$ cat src/rtl/hazard_fwd_ctrl.sv
// -----------------------------------------------------------------------------
// hazard_fwd_ctrl
//
// Central hazard unit for a 5-stage F/D/E/M/W pipeline. It keeps its own
// shadow copy of the writer information for the instructions in E, M and W.
// From that copy it derives:
//   * the operand forwarding selects for the D- and E-stage muxes,
//     where 0 = register value, 1 = M-stage result and 2 = W-stage result.
//   * the M-stage store-data select.
//   * the stall that freezes PC and F/D and injects a bubble into E.
//
// Optional feature (macro HAZARD_MD_EN):
//   defined   : hi/lo busy counter, md_busy output and the hi/lo stall term.
//   undefined : no hi/lo tracking. md_busy is tied low and the D_md_* inputs
//               are ignored.
//
// Parameters:
//   MULT_CYCLES  busy cycles of the hi/lo unit for mult/multu
//   DIV_CYCLES   busy cycles of the hi/lo unit for div/divu
//
// Ports:
//   clk          pipeline clock, rising edge
//   reset        asynchronous, active-low reset
//   D_rs, D_rt   source register fields of the instruction in D
//   D_rs_tuse    cycles after D until rs is consumed (3 = unused)
//   D_rt_tuse    cycles after D until rt is consumed (3 = unused)
//   D_wen        instruction in D writes the GPR file
//   D_dst        destination GPR of the instruction in D
//   D_tnew       cycles after entering E until the result is at the M output
//   D_md_start   D holds mult/multu/div/divu
//   D_md_div     qualifies D_md_start: 1 = div class
//   D_md_use     D holds mfhi/mflo/mthi/mtlo
//   stall        freeze PC and F/D, bubble E
//   fwd_D_rs     D-stage rs select
//   fwd_D_rt     D-stage rt select
//   fwd_E_rs     E-stage rs select
//   fwd_E_rt     E-stage rt select
//   fwd_M_rt     M-stage store-data select (0 = register, 2 = W)
//   md_busy      hi/lo unit is computing
// -----------------------------------------------------------------------------
module hazard_fwd_ctrl #(
   parameter int unsigned MULT_CYCLES = 5,
   parameter int unsigned DIV_CYCLES  = 10
) (
   input  logic       clk,
   input  logic       reset,
   input  logic [4:0] D_rs,
   input  logic [4:0] D_rt,
   input  logic [1:0] D_rs_tuse,
   input  logic [1:0] D_rt_tuse,
   input  logic       D_wen,
   input  logic [4:0] D_dst,
   input  logic [1:0] D_tnew,
   input  logic       D_md_start,
   input  logic       D_md_div,
   input  logic       D_md_use,
   output logic       stall,
   output logic [1:0] fwd_D_rs,
   output logic [1:0] fwd_D_rt,
   output logic [1:0] fwd_E_rs,
   output logic [1:0] fwd_E_rt,
   output logic [1:0] fwd_M_rt,
   output logic       md_busy
);

   // E stage
   logic       e_wen;
   logic [4:0] e_dst;
   logic [1:0] e_tnew;
   logic [4:0] e_rs;
   logic [4:0] e_rt;

   // M stage
   logic       m_wen;
   logic [4:0] m_dst;
   logic [1:0] m_tnew;
   logic [4:0] m_rt;

   // W stage
   logic       w_wen;
   logic [4:0] w_dst;

   // A stage only counts as a writer when the target is not $0.
   logic e_writing;
   logic m_writing;
   logic w_writing;

   logic hazard_stall;
   logic md_stall;

   assign e_writing = e_wen && (e_dst != '0);
   assign m_writing = m_wen && (m_dst != '0);
   assign w_writing = w_wen && (w_dst != '0);

   // A producer blocks the consumer when its result arrives later than the
   // consumer needs it.
   function automatic logic dep_hit(
      input logic [4:0] src,
      input logic [1:0] tuse,
      input logic       wr,
      input logic [4:0] dst,
      input logic [1:0] tnew
   );
      return (tuse != 2'd3) && wr && (dst == src) && (tnew > tuse);
   endfunction

   // The M stage takes priority over W because M holds the younger producer.
   function automatic logic [1:0] fwd_sel(
      input logic [4:0] src,
      input logic       m_wr,
      input logic [4:0] m_d,
      input logic [1:0] m_t,
      input logic       w_wr,
      input logic [4:0] w_d
   );
      logic [1:0] sel;
      sel = 2'd0;
      if (m_wr && (m_d == src) && (m_t == 2'd0)) begin
         sel = 2'd1;
      end else if (w_wr && (w_d == src)) begin
         sel = 2'd2;
      end
      return sel;
   endfunction

   always_comb begin
      hazard_stall = dep_hit(D_rs, D_rs_tuse, e_writing, e_dst, e_tnew)
                  || dep_hit(D_rs, D_rs_tuse, m_writing, m_dst, m_tnew)
                  || dep_hit(D_rt, D_rt_tuse, e_writing, e_dst, e_tnew)
                  || dep_hit(D_rt, D_rt_tuse, m_writing, m_dst, m_tnew);
      stall = hazard_stall || md_stall;

      fwd_D_rs = fwd_sel(D_rs, m_writing, m_dst, m_tnew, w_writing, w_dst);
      fwd_D_rt = fwd_sel(D_rt, m_writing, m_dst, m_tnew, w_writing, w_dst);
      fwd_E_rs = fwd_sel(e_rs, m_writing, m_dst, m_tnew, w_writing, w_dst);
      fwd_E_rt = fwd_sel(e_rt, m_writing, m_dst, m_tnew, w_writing, w_dst);
      fwd_M_rt = (w_writing && (w_dst == m_rt)) ? 2'd2 : 2'd0;
   end

   // Stage registers. A stall puts a bubble into E, while M and W keep
   // advancing so that older producers drain out.
   always_ff @(posedge clk or negedge reset) begin
      if (!reset) begin
         e_wen  <= 1'b0;
         e_dst  <= '0;
         e_tnew <= '0;
         e_rs   <= '0;
         e_rt   <= '0;
         m_wen  <= 1'b0;
         m_dst  <= '0;
         m_tnew <= '0;
         m_rt   <= '0;
         w_wen  <= 1'b0;
         w_dst  <= '0;
      end else begin
         if (stall) begin
            e_wen  <= 1'b0;
            e_dst  <= '0;
            e_tnew <= '0;
            e_rs   <= '0;
            e_rt   <= '0;
         end else begin
            e_wen  <= D_wen;
            e_dst  <= D_dst;
            e_tnew <= D_tnew;
            e_rs   <= D_rs;
            e_rt   <= D_rt;
         end
         m_wen  <= e_wen;
         m_dst  <= e_dst;
         m_tnew <= (e_tnew == 2'd0) ? 2'd0 : (e_tnew - 2'd1);
         m_rt   <= e_rt;
         w_wen  <= m_wen;
         w_dst  <= m_dst;
      end
   end

`ifdef HAZARD_MD_EN
   localparam int unsigned MD_MAX = (DIV_CYCLES > MULT_CYCLES) ? DIV_CYCLES : MULT_CYCLES;
   localparam int unsigned CNT_W  = (MD_MAX < 2) ? 1 : $clog2(MD_MAX + 1);

   logic             e_md_start;
   logic             e_md_div;
   logic [CNT_W-1:0] md_cnt;

   always_ff @(posedge clk or negedge reset) begin
      if (!reset) begin
         e_md_start <= 1'b0;
         e_md_div   <= 1'b0;
         md_cnt     <= '0;
      end else begin
         if (stall) begin
            e_md_start <= 1'b0;
            e_md_div   <= 1'b0;
         end else begin
            e_md_start <= D_md_start;
            e_md_div   <= D_md_div;
         end
         // The md stall term guarantees that the counter is idle whenever a
         // start reaches E, so a load never overrides a running count.
         if (e_md_start) begin
            md_cnt <= e_md_div ? CNT_W'(DIV_CYCLES) : CNT_W'(MULT_CYCLES);
         end else if (md_cnt != '0) begin
            md_cnt <= md_cnt - CNT_W'(1);
         end
      end
   end

   assign md_busy  = (md_cnt != '0);
   // A start sitting in E has not loaded the counter yet, so it must block
   // the next hi/lo instruction just like a running count.
   assign md_stall = (D_md_start || D_md_use) && (md_busy || e_md_start);
`else
   logic unused_md;

   assign unused_md = ^{D_md_start, D_md_div, D_md_use, MULT_CYCLES[0], DIV_CYCLES[0]};
   assign md_busy   = 1'b0;
   assign md_stall  = 1'b0;
`endif

endmodule

$ cat config.mk
export PLATFORM = sky130hd
export DESIGN_NAME = hazard_fwd_ctrl
export DESIGN_NICKNAME = d
export VERILOG_FILES = /design/src/rtl/hazard_fwd_ctrl.sv
export SDC_FILE = /design/constraint.sdc
export NUM_CORES = 1
export LEC_CHECK = 0
export CAP_MARGIN = 5
export CORE_MARGIN = 2
export CORE_UTILIZATION = 52
export CTS_CLUSTER_DIAMETER = 200
export CTS_CLUSTER_SIZE = 25
export DETAILED_ROUTE_END_ITERATION = 10
export PLACE_DENSITY_LB_ADDON = 0.1
export SLEW_MARGIN = 40
export SYNTH_ARGS = -nofsm -noshare
export SYNTH_HDL_FRONTEND = slang
export SYNTH_SLANG_ARGS = --single-unit
$ cat constraint.sdc
create_clock -name clk -period 3.66 [get_ports clk]
set_clock_uncertainty 0.1 [all_clocks]
set_input_delay 0.915 -clock clk [delete_from_list [all_inputs] [get_ports clk]]
set_output_delay 0.915 -clock clk [all_outputs]
set_load 0.005 [all_outputs]
==> metrics.md <==
| Metric | Value |
|---|---|
| Status | completed |
| Initial drt markers | 79 |
| Maximum VDD drop | 267 uV |
| Vias in the first global route | 1663 |
| Top cell type's share of synthesized area | 0.436 |
| Register area share after synthesis | 0.436 |
| HPWL Detailed | 3590 um |
| DRT antenna net count | 0 |
| Initial antenna violation count | 0 |
| Placed Area | 2580 um^2 |
| Worst path arrival time | 2.61 ns |
| Syn-to-layout area delta | 34.8% |
| CTS HTree Levels | 2 |
| HP Class | reg2reg |
| Total track usage | 0.240 |
| Worst hold slack | 0.287 ns |
| Fill cells | 282 |
| Core footprint | 3970 um^2 |
| Total I/O pin count | 39 |
| Static Leak | 1.23 nW |
| # diodes | 0 |
| Routed wire length | 4990 um |
| Top post-synthesis cells by area | dfrtp_1 44%, xor2_1 15%, xnor2_1 7.8% |
| Total number of vias | 1549 |
| Initial DRT Pass Iterations | 4 |
| Initial core utilization | 0.535 |
| Die extent in x | 67.9 um |
| Inserted Clock Buffers | 5 |
| CTS max path bufs | 2 |
| First-pass GRT wire length | 7950 um |
| Clock sink count | 37 |
| Num rows | 23 |
| Leading area contributor after synthesis | dfrtp_1 |
| Crit-path max FO | 3 |
| Avg Synthesized Cell Area | 11.4 um^2 |
| Slew Limit Fails | 0 |
| Routed length per instance | 17.4 um |
| Final Hold Viols | 0 |
| F_max | 0.276 GHz |
| Setup CP Type | in2out |
| Worst-Skew Late Latency | 0.30 ns |
| Cell Pwr Density | 359 nW/um^2 |
| Die ar. | 4610 um^2 |
| Worst-path clk slew | 0.08 ns |
| Post-CTS Hold Fix Bufs | 0 |
| Buffers added on ports | 33 |
| Pin count of the biggest net entering global routing | 38 |
| MaxCap Viol Count | 0 |
| Endpoints failing setup | 0 |
| Fin nets | 271 |
| Total of warnings raised by yosys | 0 |
| Synthesized flop and latch total | 37 |
| Fin crit share | 0.991 |
| Grt ovf | 0 |
| Final instance area | 2860 um^2 |
| Root buf cell | clkbuf_8 |
| Library cells used by synthesis | 30 |
| GPL Wtd Cong | 0.896 |
| Chip height | 67.9 um |
| Mapped cell area | 2120 um^2 |
| DR vias/cell | 5.40 |
| Cells after Synth | 187 |
| Critical Path Source Type | primary input |
| Fin crit period | 3.63 ns |
| Critical path endpoint category | output port |
| CTS tree | yes |
| Layout cell share with drive strength beyond 1 | 0.295 |
| Required @ worst endpoint | 2.64 ns |
| DRC viols | 0 |
-- sequential cells by signal, indices dropped and copies added (netlist names) --
register  cells
e_rs          5
m_rt          5
e_rt          5
m_tnew        2
w_dst         5
e_wen         1
w_wen         1
e_tnew        2
m_wen         1
e_dst         5
m_dst         5
-- worst max-delay path, stage by stage --
cell and delay (ns):
clkdlybuf4s50_1 0.48, buf_4 0.18, xnor2_1 0.19, nand3_2 0.13, nor2_4 0.12, buf_4 0.11, clkdlybuf4s50_1 0.48
-- routing by layer --
metal	part of all wire	wire length, um	track usage	vias up
met5	0	0	0	-
met4	0.019	97	0.105	0
met3	0.037	186	0.0329	11
met2	0.55	2730	0.441	38
met1	0.40	1980	0.277	773
li1	-	-	-	727
-- path summary, 6_finish.rpt --
| kind | start | slack, ns | depth (start not counted) | end |
|---|---|---|---|---|
| max reg2reg | m_tnew[0] | 1.43 | 8 | e_rs[2] |
| min | e_wen | 0.29 | 0 | m_wen |
| max | D_rs[0] | 0.03 | 7 | fwd_D_rs[0] |
| max in group asynchronous | reset | 2.17 | 2 | w_dst[0] |
| min reg2reg | e_wen | 0.29 | 0 | m_wen |
| min in group asynchronous | reset | 0.94 | 2 | e_dst[1] |
-- per-stage QoR --
step	total power, mW	setup TNS, ns	instances	utilization	setup WS, ns
floorplan	0.568	0	188	-	0.330
global placement	0.640	-1.32	276	0.650	-0.590
detailed placement	0.649	-1.35	276	0.650	-0.596
CTS	1.02	-0.179	285	0.687	-0.179
global route	1.08	-0.0128	287	0.721	-0.0128
finish	1.03	0	287	0.721	0.0337
-- logic make-up after synthesis --
group           after synthesis  synth area share
xor+xnor                     55             0.227
simple gates                 51             0.186
flops                        37             0.436
buf+inv                      23            0.0571
compound gates               12            0.0459
fa+ha+maj                     8            0.0471
other cells                   1           0.00177
-- layout by cell type, fill, tap and decap left out, types with 5 or more instances in the layout --
master / instances
nor4_2: 5
clkbuf_8: 6
nor3b_2: 10
clkdlybuf4s50_1: 20
xor2_1: 36
nor3b_1: 8
buf_4: 23
inv_1: 6
xnor2_1: 19
dfrtp_1: 33
or4_1: 6
dlygate4sd2_1: 6
dlymetal6s2s_1: 6
-- power by group --
| part | internal [mW] | total (mW) | leakage [nW] | switching, mW |
|---|---|---|---|---|
| logic | 0.105 | 0.193 | 0.744 | 0.0884 |
| clock network | 0.221 | 0.369 | 0.0574 | 0.148 |
| registers | 0.435 | 0.468 | 0.431 | 0.0327 |
| total | 0.761 | 1.03 | 1.23 | 0.269 |
-- layout make-up --
| class | count | area, um^2 | area share |
|---|---|---|---|
| clock inverters | 2 | 37.5 | 0.0131 |
| clock buffers | 6 | 82.6 | 0.0288 |
| flip-flops and latches | 37 | 931 | 0.325 |
| multi-input cells | 128 | 1210 | 0.422 |
| well taps | 50 | 62.6 | 0.0218 |
| inverters | 8 | 30.0 | 0.0105 |
| repair buffers | 56 | 512 | 0.179 |
-- Yosys cell counts (all sizes together) --
library cell,number
or2,1
nor3,2
nor2,2
nand3,5
ha,8
inv,8
nor2b,1
nor4,9
conb,1
o221a,1
xor2,36
o22ai,1
xnor2,19
dfrtp,37
or3,3
a22oi,2
nor3b,18
a22o,2
or4,7
clkbuf,1
o21ai,2
and2,1
a21oi,4
nand4,2
buf,14
-- what timing repair did --
action	4_1_cts	5_1_grt
gates resized for setup	16	26
pin swaps	7	8
setup endpoints to repair	5	6
setup buffers	1	2
(Power assumes the default switching activity.)
